**src/rtl/riscv_pkg.sv**
```systemverilog
// Shared definitions for the RISC-V front end: reset vector, instruction
// field positions and the fetch FSM state encoding.
package riscv_pkg;

  localparam logic [31:0] DEFAULT_RESET_PC = 32'h0000_1000;

  localparam int OPCODE_LSB = 0;
  localparam int OPCODE_MSB = 6;
  localparam int FUNCT3_LSB = 12;
  localparam int FUNCT3_MSB = 14;
  localparam int FUNCT7_B5  = 30;

  typedef enum logic [2:0] {
    ST_IDLE  = 3'd0,
    ST_REQ   = 3'd1,
    ST_WAIT  = 3'd2,
    ST_ISSUE = 3'd3,
    ST_FAULT = 3'd4
  } fetch_state_t;

endpackage

```
**src/rtl/pc_next_calc.sv**
```systemverilog
// Next-PC arithmetic: sequential and PC-relative targets, plus the
// alignment check on whichever target is selected.
module pc_next_calc #(
  parameter int XLEN = 32
) (
  input  logic [XLEN-1:0] pc,
  input  logic [XLEN-1:0] imm_ext,
  input  logic            PC_Src,
  output logic [XLEN-1:0] next_pc,
  output logic [XLEN-1:0] pc_plus4,
  output logic            misaligned
);

  logic [XLEN-1:0] pc_target;

  // Both adds wrap silently at 2^XLEN.
  assign pc_plus4   = pc + XLEN'(4);
  assign pc_target  = pc + imm_ext;
  assign next_pc    = PC_Src ? pc_target : pc_plus4;
  assign misaligned = (next_pc[1:0] != 2'b00);

endmodule

```
**src/rtl/instr_fetch_unit.sv**
```systemverilog
// Sequential fetch front end: one outstanding imem request, an instruction
// register, and a PC update driven by the control unit's PC_Src decision.
module instr_fetch_unit
  import riscv_pkg::*;
#(
  parameter int              XLEN     = 32,
  parameter logic [XLEN-1:0] RESET_PC = DEFAULT_RESET_PC
) (
  input  logic            clk,
  input  logic            reset,
  output logic            imem_req,
  output logic [XLEN-1:0] imem_addr,
  input  logic            imem_ready,
  input  logic            imem_rvalid,
  input  logic [XLEN-1:0] imem_rdata,
  input  logic            imem_err,
  output logic            inst_valid,
  output logic [XLEN-1:0] inst,
  output logic [6:0]      op_code,
  output logic [2:0]      funct3,
  output logic            funct7,
  output logic [XLEN-1:0] pc_current,
  output logic [XLEN-1:0] pc_plus4,
  input  logic            inst_done,
  input  logic            PC_Src,
  input  logic [XLEN-1:0] imm_ext,
  output logic            fetch_fault
);

  fetch_state_t    state, state_nxt;
  logic [XLEN-1:0] pc;
  logic [XLEN-1:0] next_pc;
  logic            misaligned;

  pc_next_calc #(.XLEN(XLEN)) u_pc_next_calc (
    .pc         (pc),
    .imm_ext    (imm_ext),
    .PC_Src     (PC_Src),
    .next_pc    (next_pc),
    .pc_plus4   (pc_plus4),
    .misaligned (misaligned)
  );

  always_ff @(posedge clk or posedge reset) begin
    if (reset) state <= ST_IDLE;
    else       state <= state_nxt;
  end

  // FAULT is terminal; only reset leaves it.
  always_comb begin
    state_nxt = state;
    case (state)
      ST_IDLE:  state_nxt = ST_REQ;
      ST_REQ:   if (imem_ready) state_nxt = ST_WAIT;
      ST_WAIT:  if (imem_rvalid) state_nxt = imem_err ? ST_FAULT : ST_ISSUE;
      ST_ISSUE: if (inst_done) state_nxt = misaligned ? ST_FAULT : ST_REQ;
      ST_FAULT: state_nxt = ST_FAULT;
      default:  state_nxt = ST_IDLE;
    endcase
  end

  always_comb begin
    imem_req    = (state == ST_REQ);
    inst_valid  = (state == ST_ISSUE);
    fetch_fault = (state == ST_FAULT);
  end

  // A misaligned target leaves the PC on the faulting instruction.
  always_ff @(posedge clk or posedge reset) begin
    if (reset) begin
      pc   <= RESET_PC;
      inst <= '0;
    end else begin
      if (state == ST_WAIT && imem_rvalid && !imem_err)
        inst <= imem_rdata;
      if (state == ST_ISSUE && inst_done && !misaligned)
        pc <= next_pc;
    end
  end

  assign imem_addr  = pc;
  assign pc_current = pc;
  assign op_code    = inst[OPCODE_MSB:OPCODE_LSB];
  assign funct3     = inst[FUNCT3_MSB:FUNCT3_LSB];
  assign funct7     = inst[FUNCT7_B5];

endmodule
```
**config.mk**
```make
export PLATFORM = sky130hd
export DESIGN_NAME = instr_fetch_unit
export DESIGN_NICKNAME = d
export VERILOG_FILES = /design/src/rtl/riscv_pkg.sv /design/src/rtl/pc_next_calc.sv /design/src/rtl/instr_fetch_unit.sv
export SDC_FILE = /design/constraint.sdc
export NUM_CORES = 1
export LEC_CHECK = 0
export BUFFER_PORTS_ARGS = -buffer_cell sky130_fd_sc_hd__buf_2
export CAP_MARGIN = 20
export CORE_MARGIN = 3
export CORE_UTILIZATION = 51
export DETAILED_ROUTE_END_ITERATION = 8
export PLACE_DENSITY = 0.82
export REMOVE_ABC_BUFFERS = 1
export SYNTH_ARGS = -nofsm -noshare
export SYNTH_HDL_FRONTEND = slang
export SYNTH_HIERARCHICAL = 1
export SYNTH_SLANG_ARGS = --single-unit
export TNS_END_PERCENT = 5
```
**constraint.sdc**
```tcl
create_clock -name clk -period 3.8 [get_ports clk]
set_input_delay 0.76 -clock clk [delete_from_list [all_inputs] [get_ports clk]]
set_output_delay 0.76 -clock clk [all_outputs]
set_load 0.01 [all_outputs]
```
## Word level (Yosys, flattened, before mapping)

Index checks and enable logic that the tools add are counted.

- Register bits: 67
- Output and inout port bits: 142
- Word-level logic and storage cells: 28

- $add $sub $neg: 2
- Eq/ne operators: 7
- Muxes and demuxes: 7
- Reductions and logical operators: 9

Operators by type and width:

| kind | count |
|---|---|
| adder 32 x 3 -> 32 bit (second input constant) | 1 |
| adder 32 bit | 1 |
| two-way mux 32 bit | 1 |
| two-way mux 3 bit | 5 |
| one-hot mux 3 bit (5 select lines) | 1 |
| equality test 3 x 2 -> 1 bit (second input constant) | 2 |
| logical AND 1 bit | 4 |
| inequality test 2 x 1 -> 1 bit (second input constant) | 2 |
| equality test 3 x 1 -> 1 bit (second input constant) | 1 |
| equality test 3 bit (second input constant) | 1 |
| zero test 3 bit | 1 |
| AND reduction 3 bit | 1 |
| zero test 1 bit | 2 |
| inequality test 2 bit (second input constant) | 1 |
| nonzero test 2 bit | 1 |

## Depth between registers and ports, before layout

Gate-level depths: netlist (run 1).

- Depth in word-level cells: 6
- Depth in mapped cells: 11
- Depth with buffers taken out: 11

## Hierarchy

Netlist (run 1), hierarchy kept.

Modules (own cells, without submodules):

| module | instances | cells an instance | area each (sq um) | sequential area each (sq um) |
|---|---|---|---|---|
| instr_fetch_unit | 1 | 205 | 3126.7 | 1677.9 |
| pc_next_calc | 1 | 392 | 2546.2 | 0.0 |

## Worst setup path after synthesis (run 1)

OpenSTA, ideal clock, no wires.

- Path kind: in2reg
- Start point: input port imm_ext[8]
- End point: register pc[23], in the netlist imem_addr[23]
- Setup time: 0.125 ns
- Data arrival time: 2.857 ns
- Required time: 3.675 ns
- Path slack: 0.818 ns
- Stages: 10
- Cell sequence: ha_1 > a21o_1 > a31oi_2 > o221ai_2 > a221o_1 > a21o_1 > a31oi_1 > xor2_1 > a21oi_1 > mux2_4

- Longest elaborated chain between the ends: 2

RTL lines:

| what | RTL line | RTL |
|---|---|---|
| from (decl) | instr_fetch_unit.sv:26 | `input logic [XLEN-1:0] imm_ext,` |
| adder 32 bit | pc_next_calc.sv:18 | `assign pc_target = pc + imm_ext;` |
| two-way mux 32 bit | pc_next_calc.sv:19 | `assign next_pc = PC_Src ? pc_target : pc_plus4;` |
| named net next_pc[23] | instr_fetch_unit.sv:32 | `logic [XLEN-1:0] next_pc;` |
| to (signal assigned) | instr_fetch_unit.sv:77 | `pc <= next_pc;` |
| to (decl) | instr_fetch_unit.sv:31 | `logic [XLEN-1:0] pc;` |

The timed path passes the listed nets, and every way through them passes these cells.
A chain may end at the register's enable or synchronous reset.

## Worst setup path in the final report (run 1)

- Start point: register pc[2], in the netlist imem_addr[2]
- End point: output port pc_plus4[30]

- Longest elaborated chain between the ends: 1

RTL lines:

| what | RTL line | RTL |
|---|---|---|
| adder 32 x 3 -> 32 bit | pc_next_calc.sv:17 | `assign pc_plus4 = pc + XLEN'(4);` |
| to (decl) | instr_fetch_unit.sv:23 | `output logic [XLEN-1:0] pc_plus4,` |

No other way between the ends.

==> results of run 1 <==
-- metrics by stage --
stage	instance area [sq um]	power [mW]	util [%]	hold slack [ns]
3_3_place_gp	6440	5.249	61.01	0.4736
2_1_floorplan	5157	3.954	-	0.4678
6_report	6608	5.881	62.60	0.4997
4_1_cts	6608	5.893	62.60	0.4991
5_1_grt	6608	6.318	62.60	0.5068
3_5_place_dp	6440	5.334	61.01	0.4835
-- cells in the final DEF (no fill, tap or decap), drive strengths merged, types with 2 or more instances in the layout --
cell / count
xor2: 19
nor3b: 3
o21ai: 28
mux2i: 3
and3b: 2
nor3: 8
o21a: 6
nand3b: 3
xnor2: 35
nand4: 11
nor2: 47
nor2b: 6
or2: 2
nand2: 41
ha: 32
clkinv: 3
a21oi: 58
o221ai: 3
a41o: 2
dfrtp: 66
nand2b: 3
mux2: 67
clkbuf: 10
and3: 12
o211ai: 3
a31oi: 7
o21bai: 3
clkinvlp: 2
nand3: 19
and4: 3
buf: 217
a21o: 7
inv: 10
and2: 3
a211oi: 2
-- report_power, final --
group | switching (mW) | internal, mW
Combinational | 2.03 | 1.76
Sequential | 0.493 | 1.06
Clock | 0.281 | 0.247
Total | 2.81 | 3.07
-- worst paths after layout --
path | end | slack [ns] | from | cells past startpoint
worst max register to register | imem_addr[23] | 0.86 | imem_addr[8] | 10
min in group asynchronous | imem_addr[3] | 0.62 | reset | 2
max in group asynchronous | inst[12] | 2.29 | reset | 3
worst min-delay path | inst[31] | 0.50 | inst[31] | 1
worst max-delay path | pc_plus4[30] | 0.11 | imem_addr[2] | 7
worst min register to register | inst[31] | 0.50 | inst[31] | 1
-- synthesized netlist by cell type (3+ instances only) --
cell type | count | area, sq um
xnor2_1 | 34 | 297.8
nand2_1 | 41 | 153.9
nor2_1 | 47 | 176.4
nand3_1 | 18 | 90.09
a31oi_1 | 6 | 37.54
nand3b_1 | 3 | 22.52
a21o_1 | 7 | 52.55
o21bai_1 | 3 | 22.52
and3_1 | 9 | 56.30
mux2_4 | 30 | 450.4
nor2b_1 | 6 | 37.54
clkbuf_1 | 11 | 41.29
o211ai_1 | 3 | 22.52
o21a_1 | 6 | 45.04
o21ai_0 | 25 | 125.1
xor2_1 | 19 | 166.4
and3_4 | 3 | 33.78
nor3_1 | 6 | 30.03
nand4_1 | 11 | 68.82
ha_1 | 32 | 400.4
inv_1 | 10 | 37.54
mux2i_1 | 3 | 30.03
buf_4 | 45 | 337.8
dfrtp_1 | 66 | 1652
buf_6 | 5 | 56.30
and2_1 | 3 | 18.77
buf_12 | 3 | 60.06
mux2_2 | 35 | 394.1
nor3b_1 | 3 | 22.52
o21ai_1 | 3 | 15.01
buf_2 | 4 | 20.02
a21oi_1 | 57 | 285.3
-- final cells by class --
class	count	area, sq um	area share (%)
tap	136	170.2	2.575
sequential	67	1678	25.39
clock inverter	5	30.03	0.4545
inverter	10	37.54	0.5681
clock buffer	10	137.6	2.083
timing repair buffer	217	1111	16.82
multi-input combinational	452	3443	52.11
-- layer usage --
layer,vias to the layer above,track usage [%],routed length (um)
li1,2413,-,-
met1,2401,31.34,6747
met2,251,43.26,7852
met3,22,4.674,1170
met4,0,6.569,237
met5,-,0,0
-- worst max-delay path: cells and delay by family (launching register included) --
| kind | cells | cell delay, ns |
|---|---|---|
| XOR/XNOR | 1 | 0.27 |
| adder cells (fa/ha/maj) | 1 | 0.34 |
| buffers and inverters | 1 | 0.20 |
| flip-flops | 1 | 0.51 |
| AND/OR/NAND/NOR | 4 | 1.26 |
-- logic make-up (layout without fill, tap and decap cells) --
| kind of cell | after synthesis | after routing |
|---|---|---|
| and+or+nand+nor | 168 | 168 |
| AOI/OAI and AO/OA | 127 | 127 |
| buffers and inverters | 78 | 242 |
| muxes | 70 | 70 |
| DFF | 67 | 67 |
| xor gates and xnor gates | 54 | 54 |
| adders and majority gates | 33 | 33 |
-- state kept, by name, indices dropped and copies added, names as in the netlist --
register	count
imem_addr	32
inst	32
state	3
==> results by group, run 1 <==
Yosys
  • Post-synth EDFFs: 0
  • Largest family of logic cells by synthesized area: multiplexers
  • Synthesized area per cell: roughly 9.5 sq um
  • Simple-Gate Fraction of Synth Area: between 10% and 20%
  • Share of async-settable or async-resettable flops after synthesis: 100.0%
  • Xor-xnor portion of the synthesized cell area: 8.469%
  • Synthesized area: approximately 5700 sq um
  • Fraction of the mapped netlist area in adder cells: roughly 7.4%
  • Complex-gate fraction of the synthesized area: between 10% and 20%
  • Mux contribution to synthesized area: 15.81%
  • Number of warnings printed during yosys synthesis: 6
  • Distinct cell type count of the synthesized netlist: 64
  • Predominant post-synthesis flop cell: dfrtp_1
  • Total of flip-flops plus latches after synthesis: 67
  • Number of instances in the synthesized netlist: slightly below 600
  • Share of the yosys chip area belonging to registers: 29.58%

Worst hold path
  • Path type of the worst min-delay path: flop to flop

Routing
  • Residual DRC: 0
  • Via-to-Cell Ratio: roughly 5.7
  • Number of nets with antenna violations after routing: 0
  • Post-detailed-route wirelength per cell: between 15 and 20 um
  • Total number of vias: just over 5000
  • Pre-antenna DRT Iters: 5
  • Drt initial violations: ~400
  • Wire length reported by the detailed router: roughly 16000 um

Placed design
  • Number of port buffers: 212
  • Placed insts: 882
  • HPWL after detailed placement: ~12000 um
  • Pre-CTS setup slack: 0.5087 ns
  • Final estimated routing congestion in global placement: 0.9730

STA
  • Slew Limit Headroom: a little under two fifths
  • Max frequency: 270.7 MHz
  • Final setup skew: 0.01585 ns
  • Final setup violation count: 0
  • Total negative setup slack: 0 ns
  • Unrepaired setup endpoints after global routing: false
  • Shortest period the worst path allows: between 3 and 4 ns
  • Fin crit share: 97.22%
  • Number of slew-limit violations in the final report: 0
  • Tightest Pin Transition: between 0.9 and 1 ns
  • Final Hold Viols: 0
  • Least setup slack across all paths after layout: 0.1057 ns

Final layout
  • Count of fill cells added during filler insertion: roughly 900
  • Layout cell share with drive strength beyond 1: about two fifths
  • Nets: 861
  • Final cell count without fillers: between 800 and 900
  • Antenna Cells: 0
  • Area growth syn-to-layout: 16.48%

Die
  • FP Rows: 37
  • Initial core utilization: between 50% and 60%
  • Boundary pin count: approximately 210
  • Floorplan Core Area: between 10000 and 15000 sq um
  • Die Span Y: 111.5 um
  • Die Area: 12420 sq um
  • Die width: 111.5 um

Worst setup path
  • Worst path most repeated cell: nand3_1
  • Critical path start-end classification: flop to primary output
  • Largest stage delay on the critical path: 0.63 ns
  • Data required time at the worst endpoint: 3.04 ns
  • Worst EP arrival: roughly 2.9 ns
  • Critical-path maximum fanout: 9
  • Kind of start point of the critical path: flop
  • Cell-by-cell listing of the critical path: ha_1, nand3_1, nor3_2, and3_4, nand3_1, xnor2_1, buf_2
  • Slowest cell on the critical path: nor3_2
  • Capturing element type of the critical path: primary output

CTS
  • Worst-path clk slew: around 0.07 ns
  • Number of instances resized during post-cts repair: 0
  • Count of hold-fix buffers inserted at cts: 0
  • Number of H-tree branching levels: 3
  • Clock tree root driver cell: clkbuf_8
  • Number of buffers added by the clock tree synthesis step: 9
  • Clock Latency Late Sink: around 0.35 ns
  • Maximum buffer depth of the clock tree: 2
  • Number of clock sinks seen by CTS: 67
  • Clock tree from TritonCTS: yes
  • Post-CTS setup buffer count: 0

GRT
  • GRT Overall Usage: 24.71%
  • Pin count of the biggest net entering global routing: between 60 and 70
  • Initial antenna violation count: 0
  • Via count of the first global-routing pass: 5034
  • Overflow after GRT: 0
  • First-pass GRT wire length: about 25000 um

Status
  • Outcome: complete, no violations

Power and ir drop
  • Reported leakage power: about 3.3 nW
  • Worst-case vdd ir drop: around 0.47 mV
  • PwrDens: between 800 and 900 nW/um^2

Flow run
  • Max-cap violations: 0
No activity file was read; power rests on OpenSTA's default activity.
==> run 2: changes to the inputs <==
- ABC_AREA: default -> 1
- CORE_UTILIZATION: 51 -> 53
- SKIP_LAST_GASP: default -> 1
==> run 2 against run 1 <==
Effect of this change: via count rose by 42%; clock skew decreased by 0.0078 ns; cell count increased by 57%; critical path type unchanged; critical endpoint is now pc_plus4[19]; largest cell class unchanged.
==> results by group, run 2 <==
Status
  • Outcome: complete, no violations

Power and ir drop
  • NetSw: ~3.1 mW
  • Reported leakage power: between 4 and 5 nW
  • PwrDens: 762.1 nW/um^2
  • Total power after layout: approximately 6.0 mW
  • Pint: 2.933 mW
  • Flop pwr share: 25.4%
  • Switching fraction of total power: around half
  • Share of power burned in combinational logic: ~61%
  • Worst-case vdd ir drop: roughly 0.5 mV
  • Share of power burned in the clock network: between 10% and 20%

Die
  • Die Span Y: approximately 120 um
  • Die Area: ~14000 sq um
  • Die width: 119.1 um
  • Floorplan Core Area: approximately 12000 sq um
  • Initial core utilization: between 50% and 60%
  • Boundary pin count: 213
  • FP Rows: 40

STA
  • Final Hold Viols: 0
  • Fin crit share: approximately 81%
  • Shortest period the worst path allows: 3.077 ns
  • Slew Limit Headroom: 36.19%
  • Final-layout worst hold slack: 0.4629 ns
  • Least setup slack across all paths after layout: 0.7228 ns
  • Final setup skew: roughly 0.0080 ns
  • Unrepaired setup endpoints after global routing: false
  • Final setup violation count: 0
  • Max frequency: between 300 and 400 MHz
  • Total negative setup slack: 0 ns
  • Number of slew-limit violations in the final report: 0
  • Tightest Pin Transition: roughly 0.96 ns

Worst setup path
  • Worst EP arrival: between 2 and 2.5 ns
  • Critical path start-end classification: flop to primary output
  • Count of cells along the worst register-to-register path: 9
  • Critical-path maximum fanout: 7
  • Cell-by-cell listing of the critical path: nand2_1, nor2_1, nand2_1, nor3_1, xor2_1, buf_2
  • Data required time at the worst endpoint: approximately 3.0 ns
  • Slowest cell on the critical path: dfstp_2
  • Kind of start point of the critical path: flop
  • Largest stage delay on the critical path: roughly 0.64 ns
  • Worst path most repeated cell: nand2_1
  • Capturing element type of the critical path: primary output

Yosys
  • Distinct cell type count of the synthesized netlist: 38
  • Most area-consuming cells after synthesis: dfrtp_1, nand2_1, inv_1
  • Post-synth EDFFs: 0
  • Synthesized area: around 6800 sq um
  • Synthesized area per cell: 6.300 sq um
  • Total of flip-flops plus latches after synthesis: 67
  • Share of Yosys cell area claimed by the top area cell type: approximately 24%
  • Share of async-settable or async-resettable flops after synthesis: 100.0%
  • Share of the yosys chip area belonging to registers: about a quarter
  • Number of warnings printed during yosys synthesis: 6
  • Most instantiated cells after synthesis: nand2_1, inv_1, nand3_1
  • Number of instances in the synthesized netlist: about 1100
  • Predominant post-synthesis flop cell: dfrtp_1
  • Cell accounting for the most synthesized area: dfrtp_1
  • Most instantiated library cell after synthesis: nand2_1

GRT
  • First-pass GRT wire length: 31890 um
  • Grt met1 use: 37.65%
  • Initial antenna violation count: 0
  • Most Crowded Layer GR: met2
  • Overflow after GRT: 0
  • Pin count of the biggest net entering global routing: between 60 and 70
  • Met2 routing resource usage after global routing: 45.74%
  • Met3 global-route usage: between 4 and 5%
  • Via count of the first global-routing pass: between 6000 and 7000
  • GRT Overall Usage: 27.80%

CTS
  • Number of instances resized during post-cts repair: 0
  • Clock tree root driver cell: clkbuf_16
  • Worst-path clk slew: approximately 0.050 ns
  • Clock tree from TritonCTS: yes
  • Post-CTS setup buffer count: 0
  • Number of buffers added by the clock tree synthesis step: 9
  • Maximum buffer depth of the clock tree: 2
  • Clock Latency Late Sink: 0.33 ns
  • Number of clock sinks seen by CTS: 67
  • Count of hold-fix buffers inserted at cts: 0
  • Number of H-tree branching levels: 3

Final layout
  • Final cell count without fillers: about 1400
  • Antenna Cells: 0
  • Layout cell share with drive strength beyond 1: around a quarter
  • Final Util: roughly 64%
  • Top library cells by usage in the layout, fill and taps aside: nand2_1, buf_2, inv_1
  • Most common cell after layout, fill and taps aside: nand2_1
  • Area growth syn-to-layout: 16.02%
  • Nets: around 1300
  • Finished Cell Area: approximately 7900 sq um

Flow run
  • Max-cap violations: 0

Routing
  • Total number of vias: around 7200
  • Residual DRC: 0
  • Wire length reported by the detailed router: roughly 20000 um
  • Post-detailed-route wirelength per cell: ~14 um
  • Via-to-Cell Ratio: about 5.1
  • Drt initial violations: 594
  • Number of nets with antenna violations after routing: 0
  • Pre-antenna DRT Iters: 4

Placed design
  • HPWL after detailed placement: about 16000 um
  • Dpl cell area: around 7600 sq um
  • Number of port buffers: around 210
  • Placed insts: ~1400
  • Pre-CTS setup slack: 0.7703 ns
  • Final estimated routing congestion in global placement: about 0.96

Worst hold path
  • Worst hold path cell count: 2
  • Path type of the worst min-delay path: flop to flop
[run 2: critical path, delay by kind of cell (launching register included)]
kind,cells,cell delay (ns)
simple gates,4,0.83
buf+inv,1,0.20
xor+xnor,1,0.32
flops,1,0.64
[run 2: cell families (layout without fill, tap and decap cells)]
kind of cell / Yosys count / in the layout / share of synthesized area [%]
adder cells (fa/ha/maj): 33 / 33 / 6.196
flip-flops: 67 / 67 / 24.73
AND/OR/NAND/NOR: 622 / 622 / 39.18
multiplexers: 1 / 1 / 0.1475
buffers and inverters: 236 / 400 / 16.76
AO/OA/AOI/OAI: 78 / 78 / 7.708
XOR/XNOR: 40 / 40 / 5.274
[run 2: cell type report]
class / instances / area (sq um)
inverters: 169 / 634.4
multi-input cells: 774 / 3970
clock inverters: 4 / 50.05
repair buffers: 215 / 1084
fillers: 1159 / 4389
flip-flops and latches: 67 / 1678
clock buffers: 12 / 246.5
well taps: 168 / 210.2
[run 2: per-layer routing]
layer,up-vias,routed length (um)
met5,-,0
met3,37,1662
li1,3597,-
met2,338,9463
met1,3260,8724
met4,0,539
[run 2: power by group through the flow]
stage,logic [mW],clock network [mW],registers (mW)
3_5_place_dp,3.61,0,1.53
4_1_cts,3.63,0.836,1.52
3_3_place_gp,3.55,0,1.52
5_1_grt,4.05,0.861,1.58
6_report,3.65,0.823,1.52
2_1_floorplan,2.11,0,1.66
[run 2: worst paths after layout]
check,startpoint,end,slack (ns)
min,inst[29],inst[29],0.46
max in group asynchronous,reset,imem_addr[29],2.30
max reg2reg,imem_addr[0],imem_addr[11],1.18
min reg2reg,inst[29],inst[29],0.46
min in group asynchronous,reset,state[1],0.54
max,imem_addr[12],pc_plus4[19],0.72
